==> config.mk <==
export PLATFORM = sky130hd
export DESIGN_NAME = tt_um_counter_sweep_ctrl
export DESIGN_NICKNAME = d
export VERILOG_FILES = /design/src/rtl/tt_um_counter_sweep_ctrl.sv
export SDC_FILE = /design/constraint.sdc
export NUM_CORES = 1
export LEC_CHECK = 0
export CAP_MARGIN = 25
export CORE_UTILIZATION = 25
export CTS_BUF_LIST = sky130_fd_sc_hd__clkbuf_8
export DETAILED_ROUTE_END_ITERATION = 16
export PLACE_DENSITY_LB_ADDON = 0.1
export SYNTH_ARGS = -nofsm -noshare
export SYNTH_HDL_FRONTEND = slang
export SYNTH_SLANG_ARGS = --single-unit
==> constraint.sdc <==
create_clock -name clk -period 1.5 [get_ports clk]
set_input_delay 0.225 -clock clk [delete_from_list [all_inputs] [get_ports clk]]
set_output_delay 0.225 -clock clk [all_outputs]
set_load 0.03 [all_outputs]
==> src/rtl/tt_um_counter_sweep_ctrl.sv <==
// Round-robin sweep sequencer that owns a shared up/down counter for two requesters.
// Optional step prescaler enabled by defining SWEEP_PRESCALE_EN.
module tt_um_counter_sweep_ctrl #(
  parameter int unsigned WIDTH    = 4,
  parameter int unsigned PRESCALE = 4
) (
  input  logic             clk,
  input  logic             reset,
  input  logic             req_a,
  input  logic [WIDTH-1:0] start_a,
  input  logic [WIDTH-1:0] target_a,
  input  logic             dir_a,
  input  logic             req_b,
  input  logic [WIDTH-1:0] start_b,
  input  logic [WIDTH-1:0] target_b,
  input  logic             dir_b,
  output logic             gnt_a,
  output logic             gnt_b,
  output logic             done_a,
  output logic             done_b,
  output logic             aborted,
  output logic             busy,
  input  logic             abort,
  output logic             ctr_enable,
  output logic             ctr_set,
  output logic [WIDTH-1:0] ctr_set_value,
  output logic             ctr_up_down,
  input  logic [WIDTH-1:0] ctr_count
);

  typedef enum logic [1:0] {IDLE, LOAD, RUN, DONE} state_t;

  localparam logic [WIDTH:0] WD_LAST = {1'b0, {WIDTH{1'b1}}};

  state_t           state, state_nxt;
  logic [WIDTH-1:0] start_q, target_q;
  logic             dir_q;
  logic             owner_q;
  logic             last_b_q;
  logic             aborted_q, aborted_nxt;
  logic [WIDTH:0]   step_q;
  logic             take_a, take_b, accept;
  logic             match;
  logic             tick;

  // On a tie, the requester that was not served last wins.
  always_comb begin
    take_a = req_a && (!req_b || last_b_q);
    take_b = req_b && !take_a;
    accept = (state == IDLE) && (take_a || take_b);
  end

  assign match = (ctr_count == target_q);

`ifdef SWEEP_PRESCALE_EN
  logic [7:0] div_q;

  always_ff @(posedge clk or posedge reset) begin
    if (reset) begin
      div_q <= '0;
    end else if (state != RUN) begin
      div_q <= '0;
    end else if (div_q == 8'(PRESCALE - 1)) begin
      div_q <= '0;
    end else begin
      div_q <= div_q + 8'd1;
    end
  end

  assign tick = (div_q == 8'd0);
`else
  assign tick = 1'b1;
`endif

  always_comb begin
    state_nxt     = state;
    aborted_nxt   = aborted_q;
    gnt_a         = 1'b0;
    gnt_b         = 1'b0;
    done_a        = 1'b0;
    done_b        = 1'b0;
    aborted       = 1'b0;
    busy          = 1'b0;
    ctr_enable    = 1'b0;
    ctr_set       = 1'b0;
    ctr_set_value = '0;
    ctr_up_down   = 1'b0;
    unique case (state)
      IDLE: begin
        if (take_a || take_b) begin
          state_nxt   = LOAD;
          aborted_nxt = 1'b0;
        end
      end
      LOAD: begin
        busy        = 1'b1;
        gnt_a       = !owner_q;
        gnt_b       = owner_q;
        ctr_up_down = dir_q;
        if (abort) begin
          state_nxt   = DONE;
          aborted_nxt = 1'b1;
        end else begin
          ctr_set       = 1'b1;
          ctr_set_value = start_q;
          state_nxt     = RUN;
        end
      end
      RUN: begin
        busy        = 1'b1;
        ctr_up_down = dir_q;
        // Abort outranks a match; the watchdog fires on the step that would make 2^WIDTH.
        if (abort) begin
          state_nxt   = DONE;
          aborted_nxt = 1'b1;
        end else if (match) begin
          state_nxt   = DONE;
          aborted_nxt = 1'b0;
        end else begin
          ctr_enable = tick;
          if (tick && (step_q == WD_LAST)) begin
            state_nxt   = DONE;
            aborted_nxt = 1'b1;
          end
        end
      end
      DONE: begin
        busy      = 1'b1;
        done_a    = !owner_q;
        done_b    = owner_q;
        aborted   = aborted_q;
        state_nxt = IDLE;
      end
      default: state_nxt = IDLE;
    endcase
  end

  always_ff @(posedge clk or posedge reset) begin
    if (reset) begin
      state     <= IDLE;
      aborted_q <= 1'b0;
    end else begin
      state     <= state_nxt;
      aborted_q <= aborted_nxt;
    end
  end

  always_ff @(posedge clk or posedge reset) begin
    if (reset) begin
      start_q  <= '0;
      target_q <= '0;
      dir_q    <= 1'b0;
      owner_q  <= 1'b0;
    end else if (accept) begin
      start_q  <= take_a ? start_a  : start_b;
      target_q <= take_a ? target_a : target_b;
      dir_q    <= take_a ? dir_a    : dir_b;
      owner_q  <= take_b;
    end
  end

  always_ff @(posedge clk or posedge reset) begin
    if (reset) begin
      last_b_q <= 1'b1;
      step_q   <= '0;
    end else if (state == DONE) begin
      last_b_q <= owner_q;
      step_q   <= '0;
    end else if (ctr_enable) begin
      step_q   <= step_q + 1'b1;
    end
  end

endmodule
==> flow_metrics.py, run 1 <==
metrics = {
    "clocking": {
        "cts_num_sinks": 19,
        "cts_buffers": 3,
        "clk_path_buf_depth": 2,
        "path_clk_slew_ns": 0.07,
        "worstSkewPairLatency_ns": 0.25,
        "cts_htree_levels": 1,
        "hold_buffers": 0,
        "cts-root-buf": "clkbuf_8",
        "cts_tree": "yes",
    },
    "detailed_routing": {
        "dr_total_vias": 1098,
        "wirelength_mm": 3.28,
        "vias_per_cell": 4.52,
        "drc_errors": 0,
        "drtAntennaViolNets": 0,
        "drtIter0Drc": 13,
        "drt-pass1-iter-count": 2,
        "wire_per_inst_um": 13.5,
    },
    "run_status": {
        "violations": "negative setup slack",
        "outcome": "finished, violations left",
    },
    "die": {
        "rows": 24,
        "start_util_pct": 26.1,
        "die_w_um": 69.7,
        "ioPinCount": 40,
        "fp.dieArea_mm2": 0.00485,
        "die_h_um": 69.7,
        "design.core.area_mm2": 0.00438,
    },
    "timing": {
        "worst_slew_pin_slew_ns": 0.279,
        "fin_ws_ns": -0.225,
        "skew_ns": 0.000637,
        "finalMaxSlewViolations": 0,
        "max_slew_margin_pct": 81.3,
        "finalCritPeriodShare_pct": 115,
        "rsz0062_at_grt": "true",
        "final.min_clock_period_ns": 1.73,
        "finalHoldViolCount": 0,
        "setup_viol": 18,
        "fmax_ghz": 0.580,
    },
    "global_route": {
        "grt_remaining_overflow": 0,
        "grt_pass1_vias": 1133,
        "grt_pass1_wl_mm": 5.29,
        "grt_usage_pct": 13.8,
        "antenna_found_initial": 0,
        "grt_max_degree": 20,
    },
    "setup_path": {
        "start_kind": "flop",
        "crit_buf_inv": 3,
        "crit_arrival_ns": 1.50,
        "cpLargestDelayFamily": "flip-flops",
        "cp_common_cell": "buf_6",
        "critical_path_required_ns": 1.27,
        "critPathKind": "reg -> out",
        "crit_path_end_kind": "output pin",
        "slowest_delay_ns": 0.44,
        "slowest_stage": "dfrtp_1",
        "worstPathMaxFanout": 5,
        "crit_chain": "inv_2 > ha_4 > nor2b_4 > buf_6 > and2_4 > buf_6",
    },
    "pwr": {
        "switching_share_pct": 38.8,
        "power.total_mw": 3.81,
        "powerDensity_mw_per_mm2": 1780,
        "vdd_drop_max_v": 0.000773,
        "power.internal_mw": 2.33,
        "combPwrFrac_pct": 66.4,
        "power_frac_seq_pct": 24.3,
        "p_leak_nw": 1.00,
        "clkPwrFrac_pct": 9.3,
        "power_switching_mw": 1.48,
    },
    "logic_synthesis": {
        "synth_area_mm2": 0.00114,
        "synth_cells": 116,
        "synth_cell_types": 29,
        "avgSynthCellArea_um2": 9.87,
        "synthesis.nets": 150,
        "yosysSeqAreaShare_pct": 41.6,
        "yosys-top-cells-area": "dfrtp_1 (39%), mux2i_1 (8.7%), ha_1 (7.7%), o21ai_0 (4.8%), and2_1 (4.4%)",
        "synth_seq_cells": 19,
        "yosysWarnings": 0,
        "synth.top_cell.area_share_pct": 39.3,
        "netlist.top_cell.by_area": "dfrtp_1",
    },
    "place": {
        "port_buffers": 39,
        "routabilityCongestion": 0.721,
        "hpwl_mm": 2.32,
        "pre_cts_slack_ns": -0.467,
    },
    "job": {
        "cap_violations": 0,
    },
    "layout": {
        "antenna_cells": 0,
        "area_growth_pct": 86.6,
        "post_route_cells_drive_above_1_share_pct": 47.1,
        "nNetsFinal": 226,
    },
    "worst_hold_path": {
        "hp-class": "in -> async",
    },
}
==> tightest hold or removal path, cell delays in order <==
cell             delay (ns)
clkdlybuf4s50_1        0.39
inv_1                  0.05
buf_4                  0.27
==> routing by layer <==
metal / track usage (%) / routed length (um)
met1: 15.6 / 1280
met2: 23.9 / 1730
met3: 4.51 / 155
met4: 5.78 / 113
met5: 0 / 0
==> timing repair <==
| item | CTS | global route |
|---|---|---|
| setup endpoints to repair | 21 | 30 |
| pin swaps | 11 | 3 |
| gates cloned | 0 | 3 |
| setup buffers | 8 | 2 |
| gates resized for setup | 43 | 13 |
| hold endpoints to repair | 0 | 0 |
==> power groups by stage <==
stage	registers, mW	clock network [mW]	logic, mW
3_3_place_gp	0.893	0	1.81
6_report	0.923	0.354	2.53
3_5_place_dp	0.896	0	1.85
5_1_grt	0.951	0.395	2.72
4_1_cts	0.924	0.375	2.39
2_1_floorplan	0.869	0	1.13
==> cell usage in the layout (no fill, tap or decap), types with 2 or more instances in the layout <==
master	instances
clkdlybuf4s50_1	23
inv_2	3
dlygate4sd2_1	2
and2_4	8
a21oi_1	4
nor2b_4	2
mux2i_1	10
o21ai_0	9
clkbuf_8	3
xnor2_2	4
nor2_1	8
buf_4	26
a211oi_1	2
inv_1	5
nand2_1	9
buf_6	21
mux2_2	2
ha_4	5
dfrtp_1	18
==> sequential cells by signal (all words and copies together), names as in the netlist <==
name / count
dir_q: 1
aborted_q: 1
last_b_q: 1
start_q: 4
step_q: 5
target_q: 4
state: 2
owner_q: 1
==> cell usage after synthesis <==
| cell type | instances |
|---|---|
| dfstp_2 | 1 |
| a2111oi_4 | 1 |
| inv_1 | 8 |
| a21oi_1 | 5 |
| a31o_2 | 1 |
| nand2_1 | 9 |
| mux2i_1 | 10 |
| o21ai_1 | 1 |
| nor2b_1 | 3 |
| mux2_2 | 2 |
| and4_1 | 1 |
| and2_1 | 8 |
| and3_1 | 2 |
| a2bb2oi_1 | 1 |
| a21o_1 | 1 |
| xnor2_1 | 5 |
| nor3_1 | 1 |
| a41oi_2 | 1 |
| a211oi_1 | 3 |
| nor2_1 | 8 |
| nand3_1 | 1 |
| ha_1 | 7 |
| mux2_1 | 1 |
| dfrtp_1 | 18 |
| nand2b_1 | 2 |
| buf_4 | 1 |
| o21ai_0 | 11 |
| clkbuf_1 | 2 |
| buf_2 | 1 |
==> final cells by class <==
class / instances / area, um^2
clock inverters: 1 / 3.75
repair buffers: 75 / 717
flip-flops and latches: 19 / 477
fillers: 406 / 2250
clock buffers: 3 / 41.3
multi-input cells: 85 / 800
inverters: 8 / 32.5
well taps: 52 / 65.1
==> per-stage QoR <==
stage / utilization, % / area [um^2] / hold WS (ns) / cells / TNS [ns]
2_1_floorplan: - / 1180 / 0.175 / 116 / -0.310
3_3_place_gp: 40.1 / 1760 / 0.456 / 226 / -4.15
3_5_place_dp: 40.1 / 1760 / 0.463 / 226 / -4.72
4_1_cts: 47.1 / 2060 / 0.298 / 238 / -2.27
5_1_grt: 48.7 / 2140 / 0.321 / 243 / -3.35
6_report: 48.7 / 2140 / 0.290 / 243 / -2.41
==> path summary, 6_finish.rpt <==
kind                           from                to  slack [ns]  cells after the start
setup / recovery           state[1]  ctr_set_value[1]       -0.23                      6
min in group clk              req_b           owner_q        0.43                      3
max in group asynchronous     reset          last_b_q        0.94                      3
setup reg to reg           state[0]         aborted_q       -0.22                      6
hold reg to reg               dir_q             dir_q        0.48                      2
hold / removal                reset         step_q[4]        0.29                      3
==> cells by family after synthesis <==
kind of cell,count (synthesis),share of synthesized area [%]
AOI/OAI and AO/OA,25,15.4
and+or+nand+nor,35,15.4
DFF,19,41.6
muxes,13,11.7
buffers and inverters,12,4.37
adders and majority gates,7,7.65
xor gates and xnor gates,5,3.82
No activity file was read; power rests on OpenSTA's default activity.
==> inputs of run 2 (changes only) <==
CTS_BUF_LIST = sky130_fd_sc_hd__clkbuf_4 sky130_fd_sc_hd__clkbuf_8 sky130_fd_sc_hd__clkbuf_16   (was sky130_fd_sc_hd__clkbuf_8)
CTS_CLUSTER_SIZE = 28   (was not set)
==> flow_metrics.py, run 2 (synthesis results as in run 1) <==
metrics = {
    "layout": {
        "largest_reg_flops": 5,
        "area_growth_pct": 91.0,
        "antenna_cells": 0,
        "final_common_cell": "buf_4",
        "nNetsFinal": 227,
        "fillers": 398,
        "utilization_pct": 49.9,
        "post_route_cells_drive_above_1_share_pct": 50.0,
        "finish.instance_area_mm2": 0.00219,
        "reg.largest.list": "step_q (5), start_q (4), target_q (4)",
        "final_cell_mix": "buf_4 (25), buf_6 (22), clkdlybuf4s50_1 (22)",
        "regMostFlops": "step_q",
    },
    "global_route": {
        "grt_pass1_wl_mm": 5.26,
        "grt_max_degree": 20,
        "antenna_found_initial": 0,
        "grt_remaining_overflow": 0,
        "grt_usage_pct": 13.8,
        "grt_pass1_vias": 1130,
    },
    "pwr": {
        "powerDensity_mw_per_mm2": 1810,
        "vdd_drop_max_v": 0.000790,
        "p_leak_nw": 1.01,
    },
    "detailed_routing": {
        "drtIter0Drc": 30,
        "drtAntennaViolNets": 0,
        "drt-pass1-iter-count": 3,
        "dr_total_vias": 1103,
        "vias_per_cell": 4.52,
        "drc_errors": 0,
        "wirelength_mm": 3.39,
        "wire_per_inst_um": 13.9,
    },
    "place": {
        "placed_area_mm2": 0.00176,
        "routabilityCongestion": 0.721,
        "hpwl_mm": 2.32,
        "port_buffers": 39,
        "pre_cts_slack_ns": -0.467,
    },
    "setup_path": {
        "crit_buf_inv": 2,
        "reg2reg_depth": 6,
        "slowest_delay_ns": 0.46,
        "cpLargestDelayFamily": "flip-flops",
        "start_kind": "flop",
        "crit_arrival_ns": 1.89,
        "critical_path_required_ns": 1.64,
        "worst_r2r_endpoint": "aborted_q",
        "slowest_stage": "dfrtp_1",
        "startpoint": "state[1]",
        "worst-r2r-setup-slack_ns": -0.24,
        "crit_chain": "inv_2 > ha_4 > nor2b_4 > buf_6 > a2111oi_4 > mux2_4",
        "worstPathMaxFanout": 4,
        "r2r_start": "state[1]",
        "crit_path_end_kind": "flop",
        "critPathKind": "reg -> reg",
    },
    "timing": {
        "finalHoldViolCount": 0,
        "finalMaxSlewViolations": 0,
        "max_slew_margin_pct": 81.1,
        "setup_viol": 18,
        "timing.hold.ws_ns": 0.288,
        "worst_slew_pin_slew_ns": 0.283,
        "fmax_ghz": 0.574,
        "skew_ns": 0.000716,
        "finalCritPeriodShare_pct": 116,
        "final.min_clock_period_ns": 1.74,
        "fin_ws_ns": -0.243,
        "rsz0062_at_grt": "true",
    },
    "run_status": {
        "violations": "negative setup slack",
        "outcome": "finished, violations left",
    },
    "die": {
        "design.core.area_mm2": 0.00438,
        "start_util_pct": 26.1,
        "fp.dieArea_mm2": 0.00485,
        "rows": 24,
        "ioPinCount": 40,
        "die_h_um": 69.7,
        "die_w_um": 69.7,
    },
    "clocking": {
        "cts_buffers": 3,
        "cts_tree": "yes",
        "clk_path_buf_depth": 2,
        "worstSkewPairLatency_ns": 0.25,
        "path_clk_slew_ns": 0.07,
        "cts-root-buf": "clkbuf_8",
        "cts_htree_levels": 1,
        "cts_num_sinks": 19,
    },
    "worst_hold_path": {
        "hp-class": "in -> async",
    },
    "job": {
        "cap_violations": 0,
    },
}
## run 2: how the worst max path moves through the flow
| stage | endpoint | slack, ns | depth (start not counted) |
|---|---|---|---|
| floorplan | aborted_q | -0.12 | 6 |
| global placement | aborted_q | -0.42 | 5 |
| detailed placement | aborted_q | -0.47 | 5 |
| CTS | aborted_q | -0.21 | 6 |
| global route | ctr_set_value[3] | -0.30 | 6 |
| finish | aborted_q | -0.24 | 6 |
## run 2: final cells by class
| type | count | area [um^2] | share of cell area [%] |
|---|---|---|---|
| Tap cell | 52 | 65.1 | 2.97 |
| Clock buffer | 4 | 48.8 | 2.23 |
| Timing Repair Buffer | 76 | 734 | 33.6 |
| Inverter | 8 | 32.5 | 1.49 |
| Sequential cell | 19 | 477 | 21.8 |
| Multi-Input combinational cell | 85 | 830 | 37.9 |
## run 2: power by group
part	total, mW	internal (mW)	switching, mW
Sequential	0.930	0.743	0.187
Combinational	2.64	1.46	1.18
Clock	0.379	0.207	0.172
## run 2: timing repair
action	CTS	global route
endpoints found under the setup margin	21	30
hold buffers	0	0
pin swaps	12	8
gates cloned	0	3
resized for setup	44	21
buffers inserted	8	3
## run 2: metal layers
metal,up-vias,part of all wire [%],GRT usage [%],routed length [um]
li1,547,-,-,-
met1,514,40,15.4,1350
met2,32,52,23.9,1770
met3,10,4.5,4.51,152
met4,0,3.5,5.78,118
met5,-,0,0,0
## run 2: tightest hold or removal path: stages
cell	delay, ns
clkdlybuf4s50_1	0.39
inv_1	0.05
buf_4	0.26
## run 2: through the flow
step | TNS, ns | cells | power [mW]
finish | -2.70 | 244 | 3.95
global route | -3.86 | 244 | 4.21
CTS | -2.26 | 238 | 3.71
detailed placement | -4.72 | 226 | 2.75
global placement | -4.15 | 226 | 2.70
floorplan | -0.310 | 116 | 1.99
==> inputs of run 3 (changes only) <==
==> constraint.sdc (replaced) <==
create_clock -name clk -period 1.5 [get_ports clk]
set_input_delay 0.3 -clock clk [delete_from_list [all_inputs] [get_ports clk]]
set_output_delay 0.3 -clock clk [all_outputs]
set_load 0.03 [all_outputs]
==> flow_metrics.py, run 3 (synthesis results as in run 1) <==
metrics = {
    "pwr": {
        "p_leak_nw": 1.03,
        "power_switching_mw": 1.56,
        "combPwrFrac_pct": 66.7,
        "powerDensity_mw_per_mm2": 1800,
        "power_frac_seq_pct": 23.8,
        "clkPwrFrac_pct": 9.5,
        "vdd_drop_max_v": 0.000600,
        "power.total_mw": 3.97,
        "power.internal_mw": 2.41,
        "switching_share_pct": 39.3,
    },
    "global_route": {
        "grt_max_degree": 19,
        "grt_usage_pct": 13.9,
        "grt_pass1_wl_mm": 5.37,
        "grt_pass1_vias": 1184,
        "grt_remaining_overflow": 0,
        "antenna_found_initial": 0,
    },
    "timing": {
        "finalMaxSlewViolations": 0,
        "rsz0062_at_grt": "true",
        "final.min_clock_period_ns": 1.78,
        "fin_ws_ns": -0.282,
        "finalHoldViolCount": 0,
        "skew_ns": 0.00451,
        "worst_slew_pin_slew_ns": 0.369,
        "timing.hold.ws_ns": 0.300,
        "max_slew_margin_pct": 75.4,
        "fmax_ghz": 0.561,
        "finalCritPeriodShare_pct": 119,
        "setup_viol": 21,
    },
    "layout": {
        "area_growth_pct": 92.5,
        "utilization_pct": 50.3,
        "largest_reg_flops": 5,
        "stdcell_count": 245,
        "nNetsFinal": 228,
        "fillers": 407,
        "final_cell_mix": "buf_4 (27), buf_6 (23), clkdlybuf4s50_1 (21)",
        "post_route_cells_drive_above_1_share_pct": 52.3,
        "regMostFlops": "step_q",
        "final_common_cell": "buf_4",
        "reg.largest.list": "step_q (5), start_q (4), target_q (4)",
        "antenna_cells": 0,
    },
    "die": {
        "die_h_um": 69.7,
        "start_util_pct": 26.1,
        "ioPinCount": 40,
        "design.core.area_mm2": 0.00438,
        "die_w_um": 69.7,
        "rows": 24,
        "fp.dieArea_mm2": 0.00485,
    },
    "detailed_routing": {
        "dr_total_vias": 1090,
        "drtAntennaViolNets": 0,
        "vias_per_cell": 4.45,
        "wirelength_mm": 3.40,
        "drt-pass1-iter-count": 2,
        "wire_per_inst_um": 13.9,
        "drc_errors": 0,
        "drtIter0Drc": 9,
    },
    "setup_path": {
        "crit_arrival_ns": 1.48,
        "worst-r2r-setup-slack_ns": -0.25,
        "worst_r2r_endpoint": "aborted_q",
        "worstPathMaxFanout": 6,
        "critPathKind": "reg -> out",
        "reg2reg_depth": 6,
        "r2r_start": "step_q[1]",
        "start_kind": "flop",
        "crit_path_end_kind": "output pin",
        "critical_path_required_ns": 1.20,
    },
    "clocking": {
        "worstSkewPairLatency_ns": 0.26,
        "cts_buffers": 3,
        "path_clk_slew_ns": 0.08,
        "cts_tree": "yes",
        "cts_num_sinks": 19,
        "cts-root-buf": "clkbuf_8",
        "clk_path_buf_depth": 2,
        "cts_htree_levels": 1,
    },
    "place": {
        "pre_cts_slack_ns": -0.562,
        "dpl.cell_count": 227,
        "port_buffers": 39,
        "hpwl_mm": 2.38,
        "routabilityCongestion": 0.760,
    },
    "run_status": {
        "outcome": "finished, violations left",
        "violations": "negative setup slack",
    },
    "job": {
        "cap_violations": 0,
    },
    "worst_hold_path": {
        "hp-class": "in -> async",
    },
}
==> run 3: changes by cell type in the layout (fill, tap and decap cells not counted), sizes merged <==
cell and change:
clkinv +1, dlygate4sd2 +1, clkdlybuf4s50 -1, buf +1
clkbuf -1
==> run 3: metrics by stage <==
| stage | setup TNS [ns] | instance area (um^2) |
|---|---|---|
| after detailed placement | -6.56 | 1770 |
| after global routing | -4.88 | 2200 |
| after floorplan | -0.566 | 1190 |
| after global placement | -6.17 | 1770 |
| final | -3.67 | 2200 |
| after CTS | -3.27 | 2010 |
==> run 3: power groups by stage <==
stage	logic [mW]	registers [mW]	clock network, mW
final	2.65	0.946	0.376
after detailed placement	1.87	0.906	0
after floorplan	1.14	0.874	0
after CTS	2.26	0.929	0.386
after global routing	2.85	0.979	0.405
after global placement	1.83	0.895	0
==> run 3: per-layer routing <==
metal | up-vias | track usage [%] | routed length [um]
li1 | 549 | - | -
met1 | 511 | 16.5 | 1400
met2 | 25 | 25.7 | 1870
met3 | 5 | 2.47 | 100
met4 | 0 | 3.33 | 27
met5 | - | 0 | 0
==> run 3: layout make-up <==
type	instances	area, um^2	area share [%]
clock buffer	3	41.3	1.87
clock inverter	1	5.00	0.227
inverter	8	30.0	1.36
multi-input combinational	85	850	38.6
sequential	19	478	21.7
tap	52	65.1	2.95
timing repair buffer	77	734	33.3
==> run 3: worst max path at each step <==
stage | from | to | slack [ns] | depth (start not counted)
2_1_floorplan | state[1] | ctr_set_value[0] | -0.12 | 4
3_3_place_gp | ctr_count[2] | aborted_q | -0.49 | 5
3_5_place_dp | ctr_count[3] | aborted_q | -0.56 | 5
4_1_cts | state[1] | ctr_set_value[2] | -0.26 | 5
5_1_grt | state[1] | ctr_set_value[0] | -0.33 | 5
6_report | state[1] | ctr_set_value[2] | -0.28 | 5
==> run 3: worst max-delay path, stage by stage, from the launching register on <==
cell and delay, ns:
dfrtp_2 0.45, inv_2 0.10, ha_4 0.14, nor2b_4 0.22, and2_4 0.17, buf_6 0.12
==> run 3: repair_timing <==
action | 4_1_cts | 5_1_grt
cloned | 0 | 2
setup endpoints to repair | 21 | 30
pin swaps | 12 | 17
hold buffers | 0 | 0
gates resized for setup | 36 | 39
buffers inserted | 6 | 6
